**config.mk**
```make
export PLATFORM = sky130hd
export DESIGN_NAME = gp_serial_adder_ctrl
export DESIGN_NICKNAME = d
export VERILOG_FILES = /design/src/rtl/gp_serial_adder_ctrl.sv
export SDC_FILE = /design/constraint.sdc
export NUM_CORES = 1
export LEC_CHECK = 0
export ABC_AREA = 0
export BUFFER_PORTS_ARGS = -buffer_cell sky130_fd_sc_hd__buf_2
export CAP_MARGIN = 0
export CORE_ASPECT_RATIO = 1.5
export CORE_MARGIN = 3
export CORE_UTILIZATION = 59
export DETAILED_ROUTE_END_ITERATION = 8
export GPL_ROUTABILITY_DRIVEN = 0
export HOLD_SLACK_MARGIN = 0.1
export MAX_ROUTING_LAYER = met4
export PLACE_DENSITY = 0.84
export SYNTH_ARGS = -nofsm -noshare
export SYNTH_HDL_FRONTEND = slang
export SYNTH_SLANG_ARGS = --single-unit
export TNS_END_PERCENT = 5
```
**constraint.sdc**
```tcl
create_clock -name clk -period 3.42 [get_ports clk]
set_input_delay 0.171 -clock clk [delete_from_list [all_inputs] [get_ports clk]]
set_output_delay 0.171 -clock clk [all_outputs]
set_load 0.01 [all_outputs]
```
**src/rtl/gp_serial_adder_ctrl.sv**
```systemverilog
// Bit-serial adder: one generate/propagate cell walks the operands LSB-first,
// one bit per clock, and registers sum/carry/overflow/group G,P on completion.
module gp_serial_adder_ctrl #(
   parameter int WIDTH = 8,
   parameter int CW    = $clog2(WIDTH)
) (
   input  logic             clk,
   input  logic             rst_n,
   input  logic             start,
   input  logic [WIDTH-1:0] a,
   input  logic [WIDTH-1:0] b,
   input  logic             cin,
   output logic             busy,
   output logic             done,
   output logic [WIDTH-1:0] sum,
   output logic             cout,
   output logic             ovf,
   output logic             grp_g,
   output logic             grp_p
);

   typedef enum logic [1:0] {S_IDLE, S_RUN, S_DONE} state_t;

   localparam logic [CW-1:0] LAST_BIT = CW'(WIDTH - 1);

   state_t           r_state;
   state_t           w_state_next;
   logic [WIDTH-1:0] r_a_sr;
   logic [WIDTH-1:0] r_b_sr;
   logic [WIDTH-1:0] r_psum;
   logic [CW-1:0]    r_cnt;
   logic             r_carry;
   logic             r_gacc;
   logic             r_pacc;
   logic [WIDTH-1:0] r_sum;
   logic             r_cout;
   logic             r_ovf;
   logic             r_grp_g;
   logic             r_grp_p;

   logic             w_gi;
   logic             w_pi;
   logic             w_carry_next;
   logic             w_gacc_next;
   logic             w_pacc_next;
   logic [WIDTH-1:0] w_psum_next;
   logic             w_last;

   assign w_gi         = r_a_sr[0] & r_b_sr[0];
   assign w_pi         = r_a_sr[0] ^ r_b_sr[0];
   assign w_carry_next = w_gi | (w_pi & r_carry);
   assign w_gacc_next  = w_gi | (w_pi & r_gacc);
   assign w_pacc_next  = r_pacc & w_pi;
   assign w_psum_next  = {w_pi ^ r_carry, r_psum[WIDTH-1:1]};
   assign w_last       = (r_state == S_RUN) && (r_cnt == LAST_BIT);

   always_comb begin
      w_state_next = r_state;
      case (r_state)
         S_IDLE:  if (start) w_state_next = S_RUN;
         S_RUN:   if (r_cnt == LAST_BIT) w_state_next = S_DONE;
         S_DONE:  w_state_next = S_IDLE;
         default: w_state_next = S_IDLE;
      endcase
   end

   always_ff @(posedge clk or negedge rst_n) begin
      if (!rst_n) r_state <= S_IDLE;
      else        r_state <= w_state_next;
   end

   always_ff @(posedge clk or negedge rst_n) begin
      if (!rst_n) begin
         r_a_sr  <= '0;
         r_b_sr  <= '0;
         r_psum  <= '0;
         r_cnt   <= '0;
         r_carry <= 1'b0;
         r_gacc  <= 1'b0;
         r_pacc  <= 1'b0;
         r_sum   <= '0;
         r_cout  <= 1'b0;
         r_ovf   <= 1'b0;
         r_grp_g <= 1'b0;
         r_grp_p <= 1'b0;
      end else begin
         case (r_state)
            S_IDLE: begin
               if (start) begin
                  r_a_sr  <= a;
                  r_b_sr  <= b;
                  r_carry <= cin;
                  r_cnt   <= '0;
                  r_psum  <= '0;
                  r_gacc  <= 1'b0;
                  r_pacc  <= 1'b1;
               end
            end
            S_RUN: begin
               r_a_sr  <= r_a_sr >> 1;
               r_b_sr  <= r_b_sr >> 1;
               r_psum  <= w_psum_next;
               r_carry <= w_carry_next;
               r_gacc  <= w_gacc_next;
               r_pacc  <= w_pacc_next;
               r_cnt   <= r_cnt + CW'(1);
               // r_carry here is still the carry into the MSB
               if (w_last) begin
                  r_sum   <= w_psum_next;
                  r_cout  <= w_carry_next;
                  r_ovf   <= r_carry ^ w_carry_next;
                  r_grp_g <= w_gacc_next;
                  r_grp_p <= w_pacc_next;
               end
            end
            default: ;
         endcase
      end
   end

   assign busy  = (r_state != S_IDLE);
   assign done  = (r_state == S_DONE);
   assign sum   = r_sum;
   assign cout  = r_cout;
   assign ovf   = r_ovf;
   assign grp_g = r_grp_g;
   assign grp_p = r_grp_p;

endmodule

```
==> results of run 1 <==
-- cell usage in the layout (no fill, tap or decap) --
master / instances
sky130_fd_sc_hd__a21oi_1: 16
sky130_fd_sc_hd__a21oi_2: 1
sky130_fd_sc_hd__a22o_1: 10
sky130_fd_sc_hd__a31oi_2: 1
sky130_fd_sc_hd__buf_2: 33
sky130_fd_sc_hd__bufinv_16: 1
sky130_fd_sc_hd__clkbuf_8: 6
sky130_fd_sc_hd__clkinv_2: 1
sky130_fd_sc_hd__dfrtp_1: 43
sky130_fd_sc_hd__dlygate4sd3_1: 1
sky130_fd_sc_hd__fa_1: 1
sky130_fd_sc_hd__ha_1: 3
sky130_fd_sc_hd__inv_1: 6
sky130_fd_sc_hd__mux2_2: 9
sky130_fd_sc_hd__nand2_1: 8
sky130_fd_sc_hd__nand2b_1: 1
sky130_fd_sc_hd__nand2b_4: 1
sky130_fd_sc_hd__nand3b_4: 1
sky130_fd_sc_hd__nor2_1: 2
sky130_fd_sc_hd__nor2b_1: 1
sky130_fd_sc_hd__nor2b_4: 1
sky130_fd_sc_hd__o21ai_0: 10
sky130_fd_sc_hd__o21bai_4: 1
sky130_fd_sc_hd__o22ai_1: 28
sky130_fd_sc_hd__o32ai_1: 1
sky130_fd_sc_hd__or2_1: 1
sky130_fd_sc_hd__xnor2_1: 1
-- worst register-to-register path: stages (launching register included) --
cell and delay (ns):
sky130_fd_sc_hd__dfrtp_1 0.41, sky130_fd_sc_hd__ha_1 0.21, sky130_fd_sc_hd__ha_1 0.26, sky130_fd_sc_hd__nand3b_4 0.21, sky130_fd_sc_hd__mux2_2 0.37
-- stage by stage --
step / hold slack (ns) / worst slack [ns]
after floorplan: -0.125 / 1.94
after CTS: 0.109 / 1.73
after detailed placement: 0.347 / 1.86
after global routing: 0.108 / 1.58
final: 0.118 / 1.71
after global placement: 0.342 / 1.90
-- cell families (layout without fill, tap and decap cells) --
family,after synthesis,after routing
AND/OR/NAND/NOR,16,16
adder cells (fa/ha/maj),4,4
buffers and inverters,18,48
AO/OA/AOI/OAI,68,68
flip-flops,43,43
multiplexers,9,9
XOR/XNOR,1,1
-- report_power, final --
group / internal, W / switching (W)
registers: 0.000735 / 0.000182
clock network: 0.000236 / 0.000170
logic: 0.000355 / 0.000374
-- flip-flops by register name (all words and copies together), names as in the netlist, 2 cells and up --
name and flops:
r_a_sr 8, r_b_sr 8, sum 8, r_psum 7, r_cnt 3, r_state 2
-- worst paths after layout --
path,end,cells past startpoint,slack (ns)
max,done,3,1.71
min,r_a_sr[7]$_DFFE_PN0P_,3,0.12
max reg2reg,sum[3]$_DFFE_PN0P_,4,1.84
min reg2reg,ovf$_DFFE_PN0P_,2,0.50
max in group asynchronous,ovf$_DFFE_PN0P_,2,2.31
min in group asynchronous,sum[0]$_DFFE_PN0P_,2,0.54
-- metal layers --
metal / share of wire [%] / vias up
li1: - / 644
met1: 40 / 689
met2: 52 / 52
met3: 5.0 / 11
met4: 3.0 / 0
met5: 0 / -
-- what timing repair did --
item,in CTS,in global routing
hold buffers,1,0
setup buffers,0,0
endpoints found under the hold margin,43,0
endpoints found under the setup margin,0,0
-- area by class of cell --
| type | instances | area [um2] |
|---|---|---|
| Clock buffer | 6 | 82.6 |
| Fill cell | 224 | 850 |
| Sequential cell | 43 | 1080 |
| Timing Repair Buffer | 34 | 175 |
| Clock inverter | 2 | 35.0 |
| Inverter | 6 | 22.5 |
| Tap cell | 39 | 48.8 |
| Multi-Input combinational cell | 98 | 713 |
==> out/summary.md, run 1 <==
After global routing, the most crowded layer is met2. The mux contribution to synthesized area was 5.33%. The net count after synthesis was 183. The async set or reset register ratio after synthesis was 100%. sky130_fd_sc_hd__dfrtp_1 takes more of the synthesized area than any other cell.

The number of cells in the design after placement came out at 219. In this run the remaining antenna-violating nets after routing total 0. The die extent in y was 75.5 um; the count of different cell masters after synthesis was 25. The initial antenna violation count was 0; the number of buffers and inverters on the critical path was 2. Averaged over all synthesized cells, the footprint is 12.0 um2. Excluding fillers, the count of instances in the completed layout stands at 228. The effective utilization at floorplan came out at 63.3%.

For this run, global-route usage on met2 was measured as 35.1%. The run gives 0 as the antenna diode count. The count of nets after finishing was 212; the worst max-slew margin expressed relative to the limit was 39.6%. In this run, synthesis inferred 0 flip-flops with an integrated enable. For this run the aggregate overflow at the end of global routing stands at 0.

Tracing the worst setup path back leads to its startpoint at r_state[1]$_DFFE_PN0P_. After routing the design area is 2150 um2. Kind of start point of the critical path: a register.

The parity-gate share of the synthesized area counting xor and xnor cells was 0.461%; the wire length of the first global-routing pass was 6110 um. Max-cap violations in this run came to 0. For this run, the register share of the synthesized area comes to 56.6%. The adder and majority gate portion of the synthesized area is 3.03%, and the transition at the pin with the smallest max-transition slack is 0.905 ns. sky130_fd_sc_hd__dfrtp_1 is the most common cell in the netlist.

The die is 52.4 um wide. Clock-pin slew was measured on the worst setup and hold paths at 0.08 ns. The floorplan has 24 rows. The run gives 1316 as the number of global-route vias before repair.

The overall via count from detail_route is 1396. The run gives 0.30 ns as the later-pin clock latency in the skew report. Traced cell by cell, the critical path runs through inv_1 > nor2_1 > buf_2. Ranked by total cell area, the synthesized netlist is headed by sky130_fd_sc_hd__dfrtp_1 57%, sky130_fd_sc_hd__o22ai_1 9.2%, sky130_fd_sc_hd__mux2_2 5.3%. Derived from the worst setup path, the maximum achievable clock frequency is 585 MHz. The number of clock buffers added by TritonCTS is 5.

The floorplan die area was 3950 um2; the growth of design area from synthesis to finish was 13.2%. Dividing the detail-routed via count by the number of cells gives 6.12. The shortest period the worst path allows works out to 1.71 ns. Setup repair after global routing left no endpoint under its margin. Count of endpoints failing hold in the final timing report: 0. Clock tree synthesis selected as its root buffer the cell sky130_fd_sc_hd__clkbuf_8. After Yosys synthesis, and, or, nand and nor cells account for 5.46% of the synthesized area. The synthesized design contains 43 register bits. The logs give 1.02 nW for the leakage power of the design and 0 ns for the post-route setup TNS. The clock passes through at most 2 buffers. Main combinational cell family by area after synthesis: compound AO/OA/AOI/OAI gates. TritonCTS built the clock tree. The met3 routing resource usage after global routing is 5.48%. Cell with the largest stage delay on the worst path: sky130_fd_sc_hd__dfrtp_1. Total number of H-tree levels: 2. In this run the most critical hold path is launched from a[7].

Detailed placement finished with a half-perimeter wire length of 2670 um. Counting instances in the post-synthesis netlist gives the leading cell types as 43 x sky130_fd_sc_hd__dfrtp_1, 28 x sky130_fd_sc_hd__o22ai_1, 16 x sky130_fd_sc_hd__a21oi_1. The largest clock skew in the final design was 0.00991 ns; the clock sink total was 43. Data arrives at the worst endpoint at 1.54 ns. The post-detailed-routing wire length is 3780 um. The core occupancy in the finished layout came out at 71.7%. Placeable core area: 3000 um2.

The run gives 0 as the total of warnings raised by yosys. The worst register-to-register path begins at r_cnt[0]$_DFFE_PN0P_. The post-route netlist has 29.6% of its cells at a drive strength greater than 1. For this run, the slowest stage of the critical path takes 0.60 ns. Largest delay contributor family on the critical path: flip-flops. The run gives 1900 um2 as the post-synthesis cell area.

In this run the worst hold path is classified as in -> reg. Length of the first detailed-routing pass in iterations: 4. For this run, the leading register cell type out of synthesis is sky130_fd_sc_hd__dfrtp_1. The worst setup path is captured at an output port. The run gives 0 as the final number of max-transition violations.

The top-area cell type share of the netlist area is 56.6%, and the global-route total usage across every layer is 21.8%. The tools report the number of design rule violations left after detail routing as 0. For the total cell area at the placement stage, the log shows 2030 um2.

Summing the areas of all compound-gate instances in the mapped netlist gives 23.2% of the synthesized area. In this run, the number of DRC markers left after iteration 0 of detailed routing was 53. The average wire per standard cell is 16.6 um, and the data required time at the worst endpoint is 3.25 ns.

The worst-case IR drop observed on VDD is 594 uV. The post-cts resize count came out at 0. The critical path in this run is classified as reg -> out.

The top-level I/O count came out at 34. The run finished with clean final reports. Dividing total power by cell area gives a power density of 953 nW/um2.

Global routing consumed, on the met1 layer, 26.4% of the routing resources. In the synthesized netlist, the number of instances is 159. Setup violations remaining at the end of the flow were counted as 0. The design draws 0.00205 W.

The count of buffers added on input and output ports is 33. The pin count of the biggest net entering global routing is 44. The final critical-path share of the clock period is 50.0%, and the largest driver fanout on the critical path is 15.
No activity file was read; power rests on OpenSTA's default activity.
==> run 2, diff against run 1 <==
Settings changed: CORE_UTILIZATION 59 to 49, PLACE_DENSITY 0.84 to 0.74.
Clock period 3.42 ns to 1.5 ns, I/O delays scaled along.
==> run 2 against run 1 <==
Compared with the run above:
- combinational power up 150%
- flip-flop and latch count is the same
- utilization shrank 8.8 points
- global-route usage is 1.1 points lower
- clock-buffer cell count unchanged
- clock power increased by 75%
- wire length increased by 11%
- setup slack got worse by 1.7 ns
- non-clock buffer count is 22 higher
- register-to-register slack worse by 1.8 ns
- largest cell class unchanged
- largest power group unchanged
==> out/summary.md, run 2 (same netlist as run 1, synthesis figures left out) <==
The tools report the final number of max-transition violations as 0. The tools report the clock root buffer as sky130_fd_sc_hd__clkbuf_8. In this run the power spent charging and discharging nets is 0.00170 W. For met3 alone, demand over resource in global routing was 4.20%. The core region is 3720 um2.

The clock network power share is 15.5%. The worst register-to-register path has a setup slack of 0.04 ns. On the final layout, the worst clock skew is 0.00686 ns. Across the VDD grid, the largest voltage drop is 1050 uV. The timing-limited maximum frequency was 684 MHz. From bottom edge to top edge, the die measures 82.3 um. The count of nets after finishing is 234.

The antenna diode count was 0. The worst path in the final design needs a cycle of 1.46 ns, including I/O delays and setup. Leaving out fill and tap cells, the most frequent cell in the layout is sky130_fd_sc_hd__dfrtp_1.

For the worst setup path, the data arrival time is 1.64 ns. Setup repair after global routing could not meet its margin everywhere. The post-detailed-routing wire length came out at 4180 um. On the critical path, the stage with the largest delay is an instance of sky130_fd_sc_hd__dfrtp_1.

The clock reaches the later pin of the worst-skew pair after 0.30 ns. The pre-antenna-repair detailed-routing pass consisted of 5 iterations. For the global-route total usage across every layer, the log shows 20.8%. Global routing used 22.4% of the available met1 tracks. At the end of the flow the core is filled with cells to 62.9%. Of the total power, the share spent switching nets is 36.8%. In this run the remaining antenna-violating nets after routing total 0. The delay of the slowest cell on the worst path works out to 0.40 ns.

34 I/O pins were placed. The run gives 0.0379 ns as the post-layout worst setup margin. By startpoint and endpoint, the worst setup path is classified as reg -> reg.

The number of core rows came out at 27. The growth of design area from synthesis to finish works out to 23.0%. The run finished with clean final reports.

The logs give 65.4% for the worst max-slew margin expressed relative to the limit and 1.09 nW for the leakage power of the design. met2 is the most crowded layer. The floorplan die area was 4680 um2; the data required time at the worst endpoint was 1.68 ns. The tools report the initial antenna violation count as 0. The largest driver fanout on the critical path was 14. Port buffering added 33 buffers. In the layout the commonest cells are 42 x sky130_fd_sc_hd__dfrtp_1, 33 x sky130_fd_sc_hd__buf_2, 28 x sky130_fd_sc_hd__o22ai_1. The transition at the pin with the smallest max-transition slack works out to 0.518 ns. The max-capacitance violation count came out at 0.

The fraction of power consumed by combinational cells is 39.2%. The min-delay analysis places its worst path in the category in -> reg. Global routing consumed, on the met2 layer, 36.3% of the routing resources. No sink is reached through more buffers than the 2 on the longest clock path. Traced cell by cell, the critical path runs through ha_1 > ha_2 > nand3b_4 > mux2_2. Number of design rule violations left after detail routing: 0.

Counting the buffers created by CTS gives 5. In this run the horizontal extent of the chip is 56.9 um. The effective utilization at floorplan is 51.2%, and the wire length of the first global-routing pass is 7160 um.

Dividing the detail-routed via count by the number of cells gives 5.81. The clock sink total was 43. The run gives 44 as the pin count of the biggest net entering global routing. The setup slack after placement was 0.00980 ns; the power density of the placed cells was 1970 nW/um2.

The remaining global-route overflow is 0, and the number of global-route vias before repair is 1538. The overall via count from detail_route was 1477; the final count of negative-setup-slack endpoints was 0. Clock-pin slew was measured on the worst setup and hold paths at 0.08 ns. STA classifies the critical path startpoint as a register. The final critical-path share of the clock period was 97.5%. The average wire per standard cell works out to 16.5 um. The internal portion of the total power is 0.00291 W. The layout cell share with drive strength beyond 1 was 30.3%; the count of endpoints failing hold in the final timing report was 0.

In this run, the number of DRC markers left after iteration 0 of detailed routing was 62. Per report_power, the sequential group accounts for 45.4% of the total. For the detailed placer's ending HPWL, the log shows 2800 um.

CTS built an H-tree with a depth of 2. TritonCTS built the clock tree. The worst setup path is captured at a register.
-- run 2: worst max-delay path, delay by kind of cell (launching register included) --
kind	cells	cell delay (ns)
flip-flops	1	0.40
multiplexers	1	0.36
adder cells (fa/ha/maj)	2	0.40
AND/OR/NAND/NOR	1	0.18
-- run 2: power by group through the flow --
stage / sequential [W] / combinational, W / clock (W)
after floorplan: 0.00205 / 0.00130 / 0
after global placement: 0.00206 / 0.00167 / 0
after detailed placement: 0.00211 / 0.00176 / 0
after CTS: 0.00208 / 0.00183 / 0.000744
after global routing: 0.00215 / 0.00205 / 0.000772
final: 0.00209 / 0.00180 / 0.000712
-- run 2: cell type report --
type                       count  area, um2
multi-input combinational     98        716
timing repair buffer          56        380
clock inverter                 2       12.5
tap                           43       53.8
clock buffer                   6       72.6
inverter                       6       26.3
fill                         309       1380
sequential                    43       1080
-- run 2: per-layer routing --
| metal | share of wire [%] | wire (um) | vias up |
|---|---|---|---|
| met5 | 0 | 0 | - |
| met4 | 3.2 | 135 | 0 |
| met3 | 4.8 | 202 | 17 |
| met2 | 53 | 2220 | 59 |
| met1 | 39 | 1620 | 713 |
| li1 | - | - | 688 |
-- run 2: through the flow --
step	setup TNS (ns)	std cells	total power [W]	hold WS, ns	cell area, um2
after floorplan	0	159	0.00335	-0.221	1900
after global placement	0	228	0.00373	0.162	2070
after detailed placement	0	228	0.00387	0.176	2070
after CTS	0	254	0.00465	0.114	2340
after global routing	-0.165	254	0.00497	0.121	2340
final	0	254	0.00461	0.131	2340
-- run 2: path summary, 6_finish.rpt --
path / cells past startpoint / end / start
min: 3 / r_carry$_DFFE_PN0P_ / cin
max in group asynchronous: 3 / r_state[1]$_DFFE_PN0P_ / rst_n
min reg2reg: 2 / grp_p$_DFFE_PN0P_ / grp_p$_DFFE_PN0P_
max reg2reg: 4 / sum[1]$_DFFE_PN0P_ / r_cnt[0]$_DFFE_PN0P_
min in group asynchronous: 3 / grp_g$_DFFE_PN0P_ / rst_n
max: 4 / sum[1]$_DFFE_PN0P_ / r_cnt[0]$_DFFE_PN0P_
-- run 2: what timing repair did --
item                       CTS  global route
setup buffers                1             0
setup endpoints to repair    3            21
gates resized for setup      2             1
hold endpoints to repair    59             0
hold buffers                17             0
==> run 3, diff against run 2 <==
Settings changed: BUFFER_PORTS_ARGS -buffer_cell sky130_fd_sc_hd__buf_2 to not set, CORE_UTILIZATION 49 to 55, DONT_BUFFER_PORTS set to 1, PLACE_DENSITY 0.74 to 0.73.
==> run 3 against run 2 <==
Compared with the run above:
- flip-flop and latch count unchanged
- sequential power increased by 4%
- utilization increased by 5.8 points
- wire length decreased by 6.1%
- clock-buffer cell count unchanged
- global-route usage increased by 1.8 points
- power decreased by 2.9%
- worst hold slack improved by 0.022 ns
- final cell count decreased by 14%
- combinational power decreased by 13%
- clock skew decreased by 0.0020 ns
- critical endpoint is now sum[5]$_DFFE_PN0P_
- largest power group unchanged
- highest routed layer unchanged
==> out/summary.md, run 3 (same netlist as run 1, synthesis figures left out) <==
Capture instance of the worst register-to-register path: sum[5]$_DFFE_PN0P_. The delay of the slowest cell on the worst path is 0.40 ns. The effective utilization at floorplan came out at 59.0%. Setup repair after global routing could not meet its margin everywhere.

After clock tree synthesis, the clock-pin slew on the worst setup and hold paths is 0.07 ns. The clock sink total came out at 43. The run gives 51.5% as the worst max-slew margin expressed relative to the limit. TritonCTS built the clock tree. The setup check on the worst reg-to-reg path leaves a slack of 0.06 ns. The setup slack after placement was -0.00511 ns.

Highest metal layer with signal wires: met4. Detailed placement ended at an HPWL of 2540 um. At the worst endpoint, the required time is 1.68 ns. The library cell used most frequently in the layout, excluding fill and tap cells, is sky130_fd_sc_hd__dfrtp_1.

For the number of design rule violations left after detail routing, the log shows 0. For the worst-skew pair, the clock arrives at the later sink with an insertion delay of 0.29 ns. The run gives 0 as the remaining global-route overflow. The tools report the count of nets after finishing as 203. The number of non-filler instances in the completed layout was 219. Setup violations remaining at the end of the flow were counted as 0. From synthesis to final layout, the design area changed by 16.4%. For the number of core rows, the log shows 25. The class of the most critical setup path was reg -> reg.

The worst hold path passes through 3 cells. Using the TritonRoute via totals, the vias-per-cell ratio works out to 6.23. The count of cells along the worst register-to-register path is 4, and the placeable core area is 3220 um2. In the global route stage, overall resource usage came out at 22.5%.

Data on the critical path arrives at its endpoint at 1.62 ns. The worst setup path is launched from a register. Detailed routing inserted a total of 1364 vias. In this run the number of H-tree levels came out at 2. Power comes to 0.00447 W. Leaving out fill and tap cells, the most frequent cells in the layout are 43 x sky130_fd_sc_hd__dfrtp_1, 28 x sky130_fd_sc_hd__o22ai_1, 18 x sky130_fd_sc_hd__dlygate4sd3_1. Type of destination of the critical path: a register. The run gives 0 as the number of routed nets with antenna violations. Counting the buffers created by CTS gives 5.

The average wire per standard cell works out to 17.9 um. The post-detailed-routing wire length is 3930 um. The tree is rooted in a sky130_fd_sc_hd__clkbuf_8. Port buffering added 0 buffers. The largest driver fanout on the critical path is 12.

Floorplan die area: 4210 um2. The shortest period the worst path allows was 1.44 ns. The die extent in y was 78.0 um. The worst hold path begins at start. Worst-case vdd ir drop: 1370 uV. The flow ran to the end, and the final reports show no timing, DRC or antenna violations. The logs give 0 for the count of endpoints failing hold in the final timing report and 34 for the top-level I/O count. The run gives 0 as the final number of max-transition violations. Cell with the largest stage delay on the worst path: sky130_fd_sc_hd__dfrtp_1. The longest clock path from root to sink contains 2 buffers. The number of cells in the design after placement came out at 191. In this run the horizontal extent of the chip is 54.0 um. The leakage power of the design is 0.983 nW, and the largest clock skew in the final design is 0.00484 ns.

The path with the worst hold slack has its endpoint at r_carry$_DFFE_PN0P_. The antenna diode count is 0. The detailed router put a total of 1490 um of wire on met1. The logs give 198 um for the total met3 wirelength after detailed routing and 4 for the length of the first detailed-routing pass in iterations. For the pin with the worst max-slew slack, the measured transition is 0.728 ns. The tools report the number of DRC markers after the initial detailed-route iteration as 51. In the final layout, the share of cells above drive strength 1 is 16.2%.

The timing-limited maximum frequency was 692 MHz. The wire length of the first global-routing pass was 6730 um. The run gives 0 as the initial antenna violation count.

The number of global-route vias before repair is 1448. Entering global routing, the biggest net connects 44 pins. The tools report the worst flop-to-flop path startpoint as r_cnt[0]$_DFFE_PN0P_. Traced cell by cell, the critical path runs through ha_1 > ha_2 > nand3b_4 > mux2_2.

After layout, the worst setup slack is 0.0555 ns. The tool flagged a number of max-cap violations equal to 0. The power density of the placed cells was 2020 nW/um2; the core occupancy in the finished layout was 68.7%. The final critical-path share of the clock period is 96.3%. For the routed wire length on met2, the log shows 2130 um.

The path class of the tightest hold or removal check is in -> reg. After filler insertion, the fill cell instance count of the layout stands at 253.
[run 3: worst max-delay path by stage]
stage                                start                  to  slack, ns
floorplan             r_cnt[0]$_DFFE_PN0P_    cout$_DFFE_PN0P_       0.02
global placement      r_cnt[0]$_DFFE_PN0P_    cout$_DFFE_PN0P_       0.05
detailed placement    r_cnt[0]$_DFFE_PN0P_  sum[0]$_DFFE_PN0P_     -0.005
CTS                   r_cnt[0]$_DFFE_PN0P_  sum[7]$_DFFE_PN0P_       0.04
global route        r_state[1]$_DFFE_PN0P_                done      -0.05
finish                r_cnt[0]$_DFFE_PN0P_  sum[5]$_DFFE_PN0P_       0.06
[run 3: through the flow]
step / instance area (um2) / TNS [ns] / hold WS [ns]
CTS: 2210 / 0 / 0.130
floorplan: 1900 / 0 / -0.221
finish: 2210 / 0 / 0.153
detailed placement: 1900 / -0.00979 / -0.220
global placement: 1900 / 0 / -0.219
global route: 2210 / -0.0626 / 0.179
[run 3: final cells by class]
class	count	area [um2]	share of cell area, %
Sequential cell	43	1080	48.6
Multi-Input combinational cell	98	716	32.3
Timing Repair Buffer	25	263	11.9
Clock buffer	6	82.6	3.73
Tap cell	40	50.0	2.26
Inverter	6	22.5	1.02
Clock inverter	1	5.00	0.226
[run 3: routing by layer]
metal / vias up / GRT usage [%]
li1: 627 / -
met1: 675 / 25.5
met2: 54 / 35.6
met3: 8 / 5.88
met4: 0 / 11.7
met5: - / -
[run 3: where the power goes]
group	switching (W)	leakage [nW]	internal (W)
clock network	0.000368	0.0470	0.000361
logic	0.000760	0.409	0.000814
registers	0.000492	0.527	0.00168
total	0.00162	0.983	0.00285
[run 3: worst max-delay path: cells and delay by family (launching register included)]
family / cells / cell delay, ns
DFF: 1 / 0.40
adders and majority gates: 2 / 0.41
muxes: 1 / 0.35
and+or+nand+nor: 1 / 0.17
[run 3: repair_timing]
action	4_1_cts	5_1_grt
gates resized for setup	1	1
endpoints found under the setup margin	9	6
buffers inserted	1	0
hold buffers	20	0
endpoints found under the hold margin	61	0
